<file path="config.mk">
export PLATFORM = sky130hd
export DESIGN_NAME = subbytes_serial_flat
export DESIGN_NICKNAME = d
export VERILOG_FILES = /design/src/rtl/aes_pkg.sv /design/src/rtl/subbytes_serial_if.sv /design/src/rtl/aes_sbox.sv /design/src/rtl/subbytes_serial.sv /design/src/flat_wrapper.sv
export SDC_FILE = /design/constraint.sdc
export NUM_CORES = 1
export LEC_CHECK = 0
export CELL_PAD_IN_SITES_DETAIL_PLACEMENT = 0
export CELL_PAD_IN_SITES_GLOBAL_PLACEMENT = 1
export CORE_ASPECT_RATIO = 1.5
export CORE_MARGIN = 2
export CORE_UTILIZATION = 43
export CTS_BUF_LIST = sky130_fd_sc_hd__clkbuf_16
export DETAILED_ROUTE_END_ITERATION = 6
export PLACE_DENSITY = 0.84
export SLEW_MARGIN = 15
export SYNTH_ARGS = -nofsm -noshare
export SYNTH_HDL_FRONTEND = slang
export SYNTH_HIERARCHICAL = 1
export SYNTH_SLANG_ARGS = --single-unit
</file>
<file path="constraint.sdc">
create_clock -name clk -period 5.6 [get_ports clk]
set_input_delay 1.68 -clock clk [delete_from_list [all_inputs] [get_ports clk]]
set_output_delay 1.68 -clock clk [all_outputs]
set_load 0.02 [all_outputs]
</file>
<file path="src/rtl/aes_pkg.sv">
// Shared AES definitions: state width, column/byte helpers, forward S-box
// table and the FSM encoding of the serial SubBytes stage.
package aes_pkg;

    localparam int STATE_W  = 128;
    localparam int COL_W    = 32;
    localparam int BYTE_W   = 8;
    localparam int NUM_COLS = 4;

    typedef enum logic [1:0] {
        SB_IDLE = 2'd0,
        SB_SUB  = 2'd1,
        SB_DONE = 2'd2
    } sb_state_e;

    // FIPS-197 forward substitution table, entry i at index i.
    localparam logic [7:0] SBOX [256] = '{
        8'h63, 8'h7c, 8'h77, 8'h7b, 8'hf2, 8'h6b, 8'h6f, 8'hc5, 8'h30, 8'h01, 8'h67, 8'h2b, 8'hfe, 8'hd7, 8'hab, 8'h76,
        8'hca, 8'h82, 8'hc9, 8'h7d, 8'hfa, 8'h59, 8'h47, 8'hf0, 8'had, 8'hd4, 8'ha2, 8'haf, 8'h9c, 8'ha4, 8'h72, 8'hc0,
        8'hb7, 8'hfd, 8'h93, 8'h26, 8'h36, 8'h3f, 8'hf7, 8'hcc, 8'h34, 8'ha5, 8'he5, 8'hf1, 8'h71, 8'hd8, 8'h31, 8'h15,
        8'h04, 8'hc7, 8'h23, 8'hc3, 8'h18, 8'h96, 8'h05, 8'h9a, 8'h07, 8'h12, 8'h80, 8'he2, 8'heb, 8'h27, 8'hb2, 8'h75,
        8'h09, 8'h83, 8'h2c, 8'h1a, 8'h1b, 8'h6e, 8'h5a, 8'ha0, 8'h52, 8'h3b, 8'hd6, 8'hb3, 8'h29, 8'he3, 8'h2f, 8'h84,
        8'h53, 8'hd1, 8'h00, 8'hed, 8'h20, 8'hfc, 8'hb1, 8'h5b, 8'h6a, 8'hcb, 8'hbe, 8'h39, 8'h4a, 8'h4c, 8'h58, 8'hcf,
        8'hd0, 8'hef, 8'haa, 8'hfb, 8'h43, 8'h4d, 8'h33, 8'h85, 8'h45, 8'hf9, 8'h02, 8'h7f, 8'h50, 8'h3c, 8'h9f, 8'ha8,
        8'h51, 8'ha3, 8'h40, 8'h8f, 8'h92, 8'h9d, 8'h38, 8'hf5, 8'hbc, 8'hb6, 8'hda, 8'h21, 8'h10, 8'hff, 8'hf3, 8'hd2,
        8'hcd, 8'h0c, 8'h13, 8'hec, 8'h5f, 8'h97, 8'h44, 8'h17, 8'hc4, 8'ha7, 8'h7e, 8'h3d, 8'h64, 8'h5d, 8'h19, 8'h73,
        8'h60, 8'h81, 8'h4f, 8'hdc, 8'h22, 8'h2a, 8'h90, 8'h88, 8'h46, 8'hee, 8'hb8, 8'h14, 8'hde, 8'h5e, 8'h0b, 8'hdb,
        8'he0, 8'h32, 8'h3a, 8'h0a, 8'h49, 8'h06, 8'h24, 8'h5c, 8'hc2, 8'hd3, 8'hac, 8'h62, 8'h91, 8'h95, 8'he4, 8'h79,
        8'he7, 8'hc8, 8'h37, 8'h6d, 8'h8d, 8'hd5, 8'h4e, 8'ha9, 8'h6c, 8'h56, 8'hf4, 8'hea, 8'h65, 8'h7a, 8'hae, 8'h08,
        8'hba, 8'h78, 8'h25, 8'h2e, 8'h1c, 8'ha6, 8'hb4, 8'hc6, 8'he8, 8'hdd, 8'h74, 8'h1f, 8'h4b, 8'hbd, 8'h8b, 8'h8a,
        8'h70, 8'h3e, 8'hb5, 8'h66, 8'h48, 8'h03, 8'hf6, 8'h0e, 8'h61, 8'h35, 8'h57, 8'hb9, 8'h86, 8'hc1, 8'h1d, 8'h9e,
        8'he1, 8'hf8, 8'h98, 8'h11, 8'h69, 8'hd9, 8'h8e, 8'h94, 8'h9b, 8'h1e, 8'h87, 8'he9, 8'hce, 8'h55, 8'h28, 8'hdf,
        8'h8c, 8'ha1, 8'h89, 8'h0d, 8'hbf, 8'he6, 8'h42, 8'h68, 8'h41, 8'h99, 8'h2d, 8'h0f, 8'hb0, 8'h54, 8'hbb, 8'h16
    };

    // Column c of the state; column 0 occupies the top 32 bits.
    function automatic logic [COL_W-1:0] get_col(input logic [STATE_W-1:0] s, input logic [1:0] c);
        return s[(STATE_W - 1) - COL_W * int'(c) -: COL_W];
    endfunction

    // State with column c replaced by v.
    function automatic logic [STATE_W-1:0] set_col(input logic [STATE_W-1:0] s, input logic [1:0] c,
                                                   input logic [COL_W-1:0] v);
        logic [STATE_W-1:0] r;
        r = s;
        r[(STATE_W - 1) - COL_W * int'(c) -: COL_W] = v;
        return r;
    endfunction

    // Byte of row r within a column word; row 0 occupies the top 8 bits.
    function automatic logic [BYTE_W-1:0] get_byte(input logic [COL_W-1:0] w, input logic [1:0] r);
        return w[(COL_W - 1) - BYTE_W * int'(r) -: BYTE_W];
    endfunction

endpackage

</file>
<file path="src/rtl/subbytes_serial_if.sv">
// Input/output handshake bundle of the serial SubBytes stage.
interface subbytes_serial_if;
    import aes_pkg::*;

    logic               in_valid;
    logic               in_ready;
    logic [STATE_W-1:0] in_state;
    logic               out_valid;
    logic               out_ready;
    logic [STATE_W-1:0] out_state;
    logic               busy;

    modport master (
        output in_valid, in_state, out_ready,
        input  in_ready, out_valid, out_state, busy
    );

    modport slave (
        input  in_valid, in_state, out_ready,
        output in_ready, out_valid, out_state, busy
    );
endinterface

</file>
<file path="src/rtl/aes_sbox.sv">
// Combinational forward AES S-box lookup, shared with the key schedule.
module aes_sbox
    import aes_pkg::*;
(
    input  logic [7:0] din,
    output logic [7:0] dout
);
    assign dout = SBOX[din];
endmodule

</file>
<file path="src/rtl/subbytes_serial.sv">
// Iterative SubBytes: one 32-bit column per cycle through four S-box lanes,
// valid/ready handshake in and out, result held in a register until consumed.
module subbytes_serial
    import aes_pkg::*;
(
    input  logic               clk,
    input  logic               rst_n,
    subbytes_serial_if.slave   bus
);

    sb_state_e          state_r, state_nxt_s;
    logic [1:0]         col_r, col_nxt_s;
    logic [STATE_W-1:0] data_r, data_nxt_s;
    logic               out_valid_r, busy_r;
    logic               in_ready_s;
    logic [COL_W-1:0]   col_word_s, sub_col_s;
    logic [7:0]         sbox_in_s  [NUM_COLS];
    logic [7:0]         sbox_out_s [NUM_COLS];

    // Split the current column into the four S-box lane inputs.
    always_comb begin
        col_word_s = get_col(data_r, col_r);
        for (int i = 0; i < NUM_COLS; i++) begin
            sbox_in_s[i] = get_byte(col_word_s, 2'(i));
        end
    end

    for (genvar g = 0; g < NUM_COLS; g++) begin : g_sbox
        aes_sbox u_sbox (
            .din  (sbox_in_s[g]),
            .dout (sbox_out_s[g])
        );
    end

    assign sub_col_s = {sbox_out_s[0], sbox_out_s[1], sbox_out_s[2], sbox_out_s[3]};

    // Next-state, column counter and datapath update; in_ready decode.
    always_comb begin
        state_nxt_s = state_r;
        col_nxt_s   = col_r;
        data_nxt_s  = data_r;
        in_ready_s  = 1'b0;
        case (state_r)
            SB_IDLE: begin
                in_ready_s = 1'b1;
                if (bus.in_valid) begin
                    data_nxt_s  = bus.in_state;
                    col_nxt_s   = 2'd0;
                    state_nxt_s = SB_SUB;
                end else begin
                    state_nxt_s = SB_IDLE;
                end
            end
            SB_SUB: begin
                data_nxt_s = set_col(data_r, col_r, sub_col_s);
                col_nxt_s  = col_r + 2'd1;
                if (col_r == 2'd3) begin
                    state_nxt_s = SB_DONE;
                end else begin
                    state_nxt_s = SB_SUB;
                end
            end
            SB_DONE: begin
                // The output handshake edge doubles as the next accept edge.
                in_ready_s = bus.out_ready;
                if (bus.out_ready && bus.in_valid) begin
                    data_nxt_s  = bus.in_state;
                    col_nxt_s   = 2'd0;
                    state_nxt_s = SB_SUB;
                end else if (bus.out_ready) begin
                    state_nxt_s = SB_IDLE;
                end else begin
                    state_nxt_s = SB_DONE;
                end
            end
            default: begin
                state_nxt_s = SB_IDLE;
                col_nxt_s   = 2'd0;
            end
        endcase
    end

    // State, counter, data and status flags; cleared asynchronously on reset.
    always_ff @(posedge clk or negedge rst_n) begin
        if (!rst_n) begin
            state_r     <= SB_IDLE;
            col_r       <= 2'd0;
            data_r      <= {STATE_W{1'b0}};
            out_valid_r <= 1'b0;
            busy_r      <= 1'b0;
        end else begin
            state_r     <= state_nxt_s;
            col_r       <= col_nxt_s;
            data_r      <= data_nxt_s;
            out_valid_r <= (state_nxt_s == SB_DONE);
            busy_r      <= (state_nxt_s == SB_SUB);
        end
    end

    assign bus.in_ready  = in_ready_s;
    assign bus.out_valid = out_valid_r;
    assign bus.busy      = busy_r;
    assign bus.out_state = data_r;

endmodule

</file>
<file path="src/flat_wrapper.sv">
// flat-port wrapper written by rule: the top's interface ports become plain ports
module subbytes_serial_flat import aes_pkg::*;
  (clk, rst_n, bus_in_valid, bus_in_state, bus_out_ready, bus_in_ready, bus_out_valid, bus_out_state, bus_busy);
  subbytes_serial_if bus_i ();
  input  logic clk;
  input  logic rst_n;
  input wire logic [$bits(bus_i.in_valid)-1:0] bus_in_valid;
  input wire logic [$bits(bus_i.in_state)-1:0] bus_in_state;
  input wire logic [$bits(bus_i.out_ready)-1:0] bus_out_ready;
  output wire logic [$bits(bus_i.in_ready)-1:0] bus_in_ready;
  output wire logic [$bits(bus_i.out_valid)-1:0] bus_out_valid;
  output wire logic [$bits(bus_i.out_state)-1:0] bus_out_state;
  output wire logic [$bits(bus_i.busy)-1:0] bus_busy;
  assign bus_i.in_valid = bus_in_valid;
  assign bus_i.in_state = bus_in_state;
  assign bus_i.out_ready = bus_out_ready;
  assign bus_in_ready = bus_i.in_ready;
  assign bus_out_valid = bus_i.out_valid;
  assign bus_out_state = bus_i.out_state;
  assign bus_busy = bus_i.busy;
  subbytes_serial u_core (.clk(clk), .rst_n(rst_n), .bus(bus_i));
endmodule
</file>
==> Word level (Yosys, flattened, before mapping) <==
Memory sizes are Yosys's and may differ from the RTL's.
Index checks and enable logic that the tools add are counted.
{ "op_classes": {"add_sub_neg": 3, "n_lt_le_gt_ge": 4, "eq_ne": 7, "shift": 3, "n_mux": 21, "n_bitwise": 4, "reduce_logical": 5} }
{ "op_table": {"columns": ["op", "n"], "rows": [
  ["$pmux W128 S3", 1],
  ["$mux W128", 2],
  ["$shift A32 B33 Y159 const A", 1],
  ["$shiftx A159 B32 Y32", 1],
  ["$shiftx A32 B33 Y159", 1],
  ["$bwmux W128", 1],
  ["$mux W8", 8],
  ["$ge A9 B9 Y1 const B", 4],
  ["$not A8 Y9", 4],
  ["$neg A32 Y33", 1],
  ["$pmux W2 S3", 2],
  ["$mux W2", 5],
  ["$sub A7 B7 Y8 const A", 1],
  ["$eq A2 B2 Y1 const B", 3],
  ["$eq A2 B1 Y1 const B", 2],
  ["$reduce_and A3 Y1", 1],
  ["$reduce_bool A3 Y1", 1],
  ["$add A2 B1 Y2 const B", 1],
  ["$logic_not A2 Y1", 1],
  ["$ne A2 B1 Y1 const B", 1],
  ["$ne A2 B2 Y1 const B", 1],
  ["$pmux W1 S2", 1],
  ["$reduce_and A2 Y1", 1],
  ["$logic_and A1 B1 Y1", 1],
  ["$mux W1", 1]
]} }
{ "word_totals": {"regBits": 134, "romBits": 8192, "elab_cells": 56, "memories": 4} }
{ "mem_list": {"columns": ["memory", "words", "width", "read_ports", "rd_clocked_by_memory_dff", "wr", "line_no", "source"], "rows": [
  ["(name not given)", 256, 8, 1, 0, 0, "aes_sbox.sv:8", "assign dout = SBOX[din];"],
  ["(name not given)", 256, 8, 1, 0, 0, "aes_sbox.sv:8", null],
  ["(name not given)", 256, 8, 1, 0, 0, "aes_sbox.sv:8", null],
  ["(name not given)", 256, 8, 1, 0, 0, "aes_sbox.sv:8", null]
]} }

==> Logic depth before layout (Yosys ltp) <==
Gate-level depths: netlist of run 1.
{ "depth": {"word_depth": 9, "mapped_depth": 17, "mapped_depth_nobuf": 11} }

==> Hierarchy <==
Netlist of run 1, hierarchy kept.
{ "by_module_without_submodules": {"columns": ["module", "n_inst", "cells_per_inst", "area_each_um2", "seq_area_each_um2"], "rows": [
  ["aes_sbox at u_core.g_sbox[0].u_sbox ...", 3, 525, 3221.8, 0.0],
  ["subbytes_serial", 1, 515, 7400.8, 3353.2],
  ["aes_sbox at u_core.g_sbox[3].u_sbox", 1, 532, 3216.8, 0.0]
]} }

==> Least setup slack after synthesis of run 1 <==
No wires, ideal clock.
{ "synth_path": {"path_kind": "register to register", "start": "register u_core.col_r[0]", "end": "register u_core.data_r[90], in the netlist u_core/bus.out_state[90]", "arrival_time_ns": 4.209, "slack_ns": 1.263, "path_stages_with_launch": 17, "synth_period_minus_slack_ns": 4.337, "path_cell_list": "dfrtp_1 -> buf_6 -> buf_2 -> mux4_2 -> buf_2 -> buf_2 -> inv_1 -> ha_1 -> or2_1 -> clkbuf_1 -> nand3_1 -> o21ai_0 -> a221oi_1 -> nor3b_1 -> or4_1 -> a32o_1 -> mux2_1"} }
{ "synth_rtl": {"columns": ["item", "line_no", "source"], "rows": [
  ["start: declaration", "subbytes_serial.sv:12", "logic [1:0] col_r, col_nxt_s;"],
  ["start signal: assignment", "subbytes_serial.sv:93", "col_r <= col_nxt_s;"],
  ["end signal: assignment", "subbytes_serial.sv:88", "data_r <= {STATE_W{1'b0}};"],
  ["end signal: assignment", "subbytes_serial.sv:94", "data_r <= data_nxt_s;"],
  ["end: declaration", "subbytes_serial.sv:13", "logic [STATE_W-1:0] data_r, data_nxt_s;"]
]} }

==> impl.org, run 1 <==
** Setup path
- In this run the number of cells on the critical path is 9.
- Endpoint kind of the worst setup timing path :: flip-flop
- Highest fanout seen on the critical path :: 42
- The worst setup path is of the reg -> reg kind.
- For the worst flop-to-flop path, the logic depth is 9.
- Critical-path cell list :: buf_4 -> mux4_2 -> nand2b_1 -> a21oi_1 -> a2111oi_1 -> o32ai_1 -> a22oi_1 -> a32o_1 -> mux2_1
- Worst reg2reg path endpoint :: u_core/bus.out_state[101]
- For the worst setup path, the data arrival time is 5.83 ns.
- The worst setup path is launched from a flip-flop.
- In this design, the largest share of critical-path delay is due to compound AO/OA/AOI/OAI gates.
- The slowest stage of the critical path is the a2111oi_1 cell.
- Crit path buf inv count :: 1
- CP peak stage delay :: ~1.1 ns
- In this run the critical register-to-register path is launched from u_core/col_r[1].
- Req. time, crit path :: approximately 6.0 ns
- Worst setup slack for register-to-register paths :: 0.18 ns
- The critical path starts at u_core/col_r[1].

** Drt
- DR vias :: ~25,000
- Number of vias per cell after detailed routing :: 7.65
- In the routed design, unresolved DRC markers number 1.
- The first detailed-routing pass took 7 iterations.
- The detail route stage leaves a number of antenna-violating nets equal to 0.
- WL/cell :: 33.5 um
- Wire length reported by the detailed router :: approximately 110,000 um
- Initial drt markers :: about 4,300

** Layout
- The finished cells cover 0.0236 mm^2.
- FF+latch area :: around 0.0034 mm^2
- Final Instance Count excl. Fillers :: ~3,300
- The net count of the finished layout is 2,881.
- Signed area change from the synthesized netlist to the final layout :: 16.2%
- Share of cells above drive strength 1 :: 0.146
- Number of fillers in the final layout :: 4,579
- For this run, the share of the core covered by cells in the final layout is 0.506.
- Footprint of the multi-input gates :: ~0.015 mm^2

** STA
- Final period util :: 0.968
- For the pin with the worst max-slew slack, the measured transition is ~1.2 ns.
- RSZ-0062 raised after global routing :: no
- Final-report hold violation count :: 0
- For this run, the top clock speed supported by timing is 184 MHz.
- The max-slew violation count came to 0.
- Max-Slew Margin vs Limit :: 0.188
- Minimum clock period :: 5.42 ns
- Post-Route Skew :: 0.0110 ns
- Setup violations remaining at the end of the flow were counted as 0.
- Adding up every negative setup slack in the final design gives 0 ns.

** Global route
- Number of antenna violations at the first check in global routing :: 5
- Via count of the first global-routing pass :: 24,200
- After global routing the overflow that remains totals 0.
- Largest net degree at the start of global routing :: 78
- The first global-routing pass estimated approximately 160,000 um of wire.
- GR Util All Layers :: 0.437

** Clocking
- Cts bufs inserted :: 17
- At the later pin of the worst-skew pair, clock insertion delay measures 0.47 ns.
- Clock tree buffer depth :: 2
- TritonCTS built the clock tree.
- Number of levels in the clock H-tree :: 4
- Post-CTS setup buffer count :: 0
- Post-cts repair resize count :: 0
- Reg clk slew, reported paths :: ~0.070 ns
- The clock drives 134 sinks.
- After clock tree synthesis, the flow added hold-fix buffers numbering 0.
- The tree is rooted in a clkbuf_16.

** Place
- Routability-driven placement finished with a final weighted congestion of 1.08.
- Area post-placement :: 0.0230 mm^2
- Number of cells in the design after placement :: 3,264
- Count of input and output buffers :: about 260
- Post-detail-place hpwl :: 77,200 um

** Logic synthesis
- In this run, synthesis inferred 0 flip-flops with an integrated enable.
- Leading cell types by total area after synthesis :: dfrtp_1 17%, a32o_1 6.5%, mux2_2 6.5%
- Portion of synthesized cell area occupied by the leading cell type :: 0.165
- Synthesized netlist cell count :: between 2,000 and 3,000
- Post-Syn Area :: ~0.020 mm^2
- Average cell area after synthesis :: 7.74 um^2
- After synthesis, the most frequently instantiated cells are 225 x a21oi_1, 200 x o21ai_0, 172 x buf_2.
- Asr flop ratio synth :: 1.00
- During synthesis, Yosys emitted a total of 6 warnings.
- The largest total area in the synthesized netlist belongs to dfrtp_1.
- Number of storage elements in the synthesis netlist :: 134
- Seq/Total Area, Yosys :: 0.165
- Most used standard cell by instance count after synthesis :: a21oi_1
- Number of unique standard cell types used by synthesis :: 87
- Dominant register cell in the synthesized netlist :: dfrtp_1
- Number of nets in the synthesized netlist :: between 2,000 and 3,000

** Floorplan
- Count of standard-cell rows :: 97
- Die Height :: between 200 and 300 um
- Area inside the core boundary :: 0.0466 mm^2
- In this run the horizontal extent of the chip is around 180 um.
- Number of I/O pins :: 263
- Starting density of the core :: 0.435
- The die covers 0.0490 mm^2.

** Worst hold path
- Along the worst hold path, the cell count comes to 1.
- The worst hold path terminates at u_core/bus.out_state[102].
- Hold Path Origin :: u_core/bus.out_state[102]
- The min-delay analysis places its worst path in the category reg -> reg.

** Status
- The flow ran to the end, but the final reports show violations.
- The final reports fail on design-rule violations.

** Run
- The tool flagged a number of max-cap violations equal to 0.
## cell type report
class	count	share of cell area
multi-input cells	2118	0.641
diodes	7	0.000743
well taps	594	0.0315
clock buffers	17	0.0181
repair buffers	386	0.155
flip-flops and latches	134	0.143
inverters	32	0.00510
clock inverters	15	0.00563
## layout by cell type (no fill, tap or decap), drive strengths merged, types with 30 or more instances in the layout
cell	n
nand2	163
nand2b	81
mux4	50
nor2b	66
a211oi	42
nor2	159
a31oi	89
a32o	136
dfrtp	134
nor3	93
nand3	94
o21ai	210
a311oi	32
a21oi	234
o311ai	30
buf	125
inv	32
clkdlybuf4s50	261
o211ai	32
mux2	130
ha	60
## stage by stage
stage	setup slack (ns)	hold WS, ns
after floorplan	1.26	0.597
after global placement	0.327	0.494
after detailed placement	0.539	0.504
after CTS	0.521	0.517
after global routing	0.0835	0.532
final	0.177	0.518
## how the worst max path moves through the flow
stage	endpoint	slack (ns)
5_1_grt	u_core/bus.out_state[101]	0.08
4_1_cts	u_core/bus.out_state[101]	0.52
6_report	u_core/bus.out_state[101]	0.18
3_5_place_dp	u_core/bus.out_state[101]	0.54
3_3_place_gp	u_core/bus.out_state[5]	0.33
2_1_floorplan	u_core/bus.out_state[90]	1.26
## registers in the layout, summed over array words and instances (netlist names)
name	count
u_core/bus.out_valid	1
u_core/col_r	2
u_core/state_r	2
u_core/bus.out_state	128
u_core/bus.busy	1
## metal layers
| metal | up-vias | GRT usage | routed length (um) |
|---|---|---|---|
| met3 | 647 | 0.0940 | 11700 |
| met2 | 2197 | 0.723 | 51900 |
| met5 | - | 0 | 0 |
| met4 | 0 | 0.329 | 9930 |
| li1 | 10400 | - | - |
| met1 | 12100 | 0.490 | 37200 |
## cell families (layout without fill, tap and decap cells)
kind of cell	Yosys count	after routing	synth area share
AOI/OAI and AO/OA	1052	1052	0.369
and+or+nand+nor	818	818	0.205
buffers and inverters	370	450	0.0917
muxes	185	185	0.130
DFF	134	134	0.165
adders and majority gates	60	60	0.0370
xor gates and xnor gates	3	3	0.00130
other	0	7	0
Power of run 1 is left out: the tool's default activity adds up to more than one toggle a clock period on the data nets, which glitch-free logic cannot reach.
==> run 2: changes to the inputs <==
Settings changed: CAP_MARGIN set to 20, SKIP_LAST_GASP set to 1.
==> run 2 against run 1 <==
Against the previous run: the flow still finishes with violations (design-rule violations); via count is 0.26% lower; non-clock buffer count grew 1; die area is the same; fmax rose by 7.8%; sequential cell count unchanged; register-to-register slack gained 0.39 ns; hold slack gained 0.00076 ns; utilization barely moved; final area barely moved.
==> impl.org, run 2 (synthesis gave the netlist of run 1 again) <==
** Layout
- The area taken by flip-flops and latches was 0.00336 mm^2 (unchanged).
- Flip-flop count of the largest register after layout :: 128 (unchanged)
- The area used by multi-input combinational logic is 0.0151 mm^2 (unchanged).
- Leading cell types in the layout, fill and taps excluded :: 261 x clkdlybuf4s50_1, 225 x a21oi_1, 200 x o21ai_0, 158 x nand2_1, 156 x nor2_1 (unchanged)
- The net count reported at finish was 2,882 (was 2,881).
- Number of fillers in the final layout :: 4,577 (was 4,579)
- The share of final-layout standard cells stronger than drive strength 1 is 0.146 (about the same).
- The area added between synthesis and finish is 16.2% (about the same).
- Most frequent standard cell in the layout excluding fill and tap cells :: clkdlybuf4s50_1 (unchanged)

** STA
- Max-Slew Margin vs Limit :: 0.168 (was 0.188)
- Post-Route Skew :: 0.0123 ns (was 0.0110 ns)
- Setup violations, final :: 0 (unchanged)
- The minimum period implied by the final worst setup slack is 5.03 ns (was 5.42 ns).
- Final slew viol count :: 0 (unchanged)
- Final period util :: 0.898 (was 0.968)
- Final-layout setup total negative slack :: 0 ns (unchanged)
- The count of endpoints failing hold in the final timing report is 0 (unchanged).
- The fmax is 199 MHz (was 184 MHz).
- RSZ-0062 raised after global routing: no (unchanged).
- Pin slew with the least headroom to its limit :: 1.25 ns (was 1.22 ns)

** Global route
- The pin count of the biggest net entering global routing is 78 (unchanged).
- The number of global-route vias before repair was 24,200 (unchanged).
- Number of antenna violations at the first check in global routing :: 5 (unchanged)
- Sum of overflow across all layers after global routing :: 0 (unchanged)
- Global routing usage on met2 :: 0.723 (unchanged)
- Met3 routing resource usage after global routing :: 0.0940 (unchanged)
- The total track usage is 0.437 (unchanged).
- Global-route wire length before repair :: 162,000 um (unchanged)
- Met1 demand-to-capacity share in global routing :: 0.490 (unchanged)
- The layer with the highest usage after global routing was met2 (unchanged).

** Floorplan
- X dimension of the die :: 181 um (unchanged)
- The vertical die dimension came to 270 um (unchanged).
- The initial core utilization was 0.435 (unchanged).
- Number of I/O pins :: 263 (unchanged)
- Total Die Area :: 0.0490 mm^2 (unchanged)
- Count of standard-cell rows :: 97 (unchanged)
- The standard cell core area is 0.0466 mm^2 (unchanged).

** Run
- # Max-Cap Violations :: 0 (unchanged)

** Status
- Run status: complete, but fails checks (unchanged).
- Violated checks :: design-rule violations (unchanged)

** Clocking
- The insertion delay of the later-clocked pin in the worst-skew pair was 0.47 ns (about the same).
- Clock tree root driver cell :: clkbuf_16 (unchanged)
- The number of buffers inserted during clock tree synthesis was 17 (unchanged).
- The hold buffer count at CTS is 0 (unchanged).
- The number of buffers between clock root and the deepest sink came to 2 (unchanged).
- Clock tree from TritonCTS :: yes (unchanged)
- Post-cts repair resize count :: 0 (unchanged)
- The clock net sink count was 134 (unchanged).
- Post-CTS setup buffer count :: 0 (unchanged)
- Reg clk slew, reported paths :: 0.07 ns (about the same)
- The maximum level of the CTS H-tree was 4 (unchanged).

** Setup path
- Endpoint kind of the worst setup timing path :: flip-flop (unchanged)
- Critical-path cell list :: buf_4 -> mux4_2 -> nand2b_1 -> a21oi_1 -> a2111oi_1 -> clkbuf_2 -> o32ai_1 -> a22oi_1 -> a32o_1 -> mux2_1 (was buf_4 -> mux4_2 -> nand2b_1 -> a21oi_1 -> a2111oi_1 -> o32ai_1 -> a22oi_1 -> a32o_1 -> mux2_1)
- CP peak stage delay :: 0.84 ns (was 1.10 ns)
- The largest fanout on the critical path came to 42 (unchanged).
- Worst setup slack for register-to-register paths :: 0.57 ns (was 0.18 ns)
- The launch point of the worst reg-to-reg path was u_core/col_r[1] (unchanged).
- The end of the worst register-to-register path was u_core/bus.out_state[101] (unchanged).
- Max stage delay cell, worst path :: mux4_2 (was a2111oi_1)
- Startpoint type of the worst setup path :: flip-flop (unchanged)
- Data arrival time of the critical path :: 5.43 ns (was 5.83 ns)
- The critical path class is reg -> reg (unchanged).
- Number of cells traversed by the worst register-to-register path :: 10 (was 9)
- The data required time at the worst endpoint came to 6.00 ns (was 6.01 ns).

** Worst hold path
- Class of the most critical hold timing path :: reg -> reg (unchanged)
- Endpoint, Worst Hold :: u_core/bus.out_state[102] (unchanged)
- The hold-critical path depth came to 1 (unchanged).
- Hold Path Origin :: u_core/bus.out_state[102] (unchanged)

** Place
- The half-perimeter wire length after detailed placement is 77,200 um (unchanged).
- The weighted congestion at the end of routability-driven global placement was 1.08 (unchanged).
- The count of buffers inserted at the top-level ports is 262 (unchanged).

** Drt
- Initial drt markers :: 3,945 (was 4,326)
- The number of vias per cell came to 7.63 (was 7.65).
- ANT nets after route :: 0 (unchanged)
- The iteration count of the initial detailed-routing pass was 7 (unchanged).
- The DRC violation count after routing came to 1 (unchanged).
- WL/cell :: 33.5 um (about the same)
- The total number of vias came to 25,200 (was 25,300).
- Wire length reported by the detailed router :: 110,000 um (was 111,000 um)
-- run 2: cell count changes in the layout (fill, tap and decap cells not counted), sizes merged --
cell,before,now
clkbuf,17,18
diode,7,6
-- run 2: routing by layer --
layer | vias to the layer above | wire length (um) | part of all wire
met5 | - | 0 | 0
met1 | 12100 | 37400 | 0.34
met4 | 0 | 9870 | 0.089
li1 | 10300 | - | -
met2 | 2176 | 51900 | 0.47
met3 | 633 | 11400 | 0.10
-- run 2: layout make-up --
type / instances / area share
multi-input cells: 2118 / 0.641
repair buffers: 387 / 0.155
flip-flops and latches: 134 / 0.143
well taps: 594 / 0.0315
clock buffers: 17 / 0.0181
clock inverters: 15 / 0.00563
inverters: 32 / 0.00510
diodes: 6 / 0.000637
-- run 2: worst max-delay path by stage --
stage / from / endpoint / slack [ns] / cells after the start
global route: u_core/col_r[0] / u_core/bus.out_state[101] / 0.49 / 12
CTS: u_core/col_r[0] / u_core/bus.out_state[101] / 0.52 / 11
global placement: u_core/col_r[0] / u_core/bus.out_state[5] / 0.33 / 11
finish: u_core/col_r[1] / u_core/bus.out_state[101] / 0.57 / 10
detailed placement: u_core/col_r[0] / u_core/bus.out_state[101] / 0.54 / 11
floorplan: u_core/col_r[0] / u_core/bus.out_state[90] / 1.26 / 16
-- run 2: stage by stage --
stage / hold slack (ns) / area [um^2] / std cells / utilization / worst slack (ns)
2_1_floorplan: 0.597 / 20300 / 2622 / - / 1.26
3_3_place_gp: 0.494 / 23000 / 3264 / 0.493 / 0.327
3_5_place_dp: 0.504 / 23000 / 3264 / 0.493 / 0.539
4_1_cts: 0.517 / 23500 / 3296 / 0.505 / 0.521
5_1_grt: 0.532 / 23600 / 3302 / 0.506 / 0.492
6_report: 0.519 / 23600 / 3303 / 0.506 / 0.570
-- run 2: critical path: cells and delay by family (launching register included) --
kind / cells / cell delay, ns
AO/OA/AOI/OAI: 5 / 1.82
multiplexers: 2 / 0.99
buffers and inverters: 2 / 0.68
AND/OR/NAND/NOR: 1 / 0.63
flip-flops: 1 / 0.80
Power of run 2 is left out for the same reason.
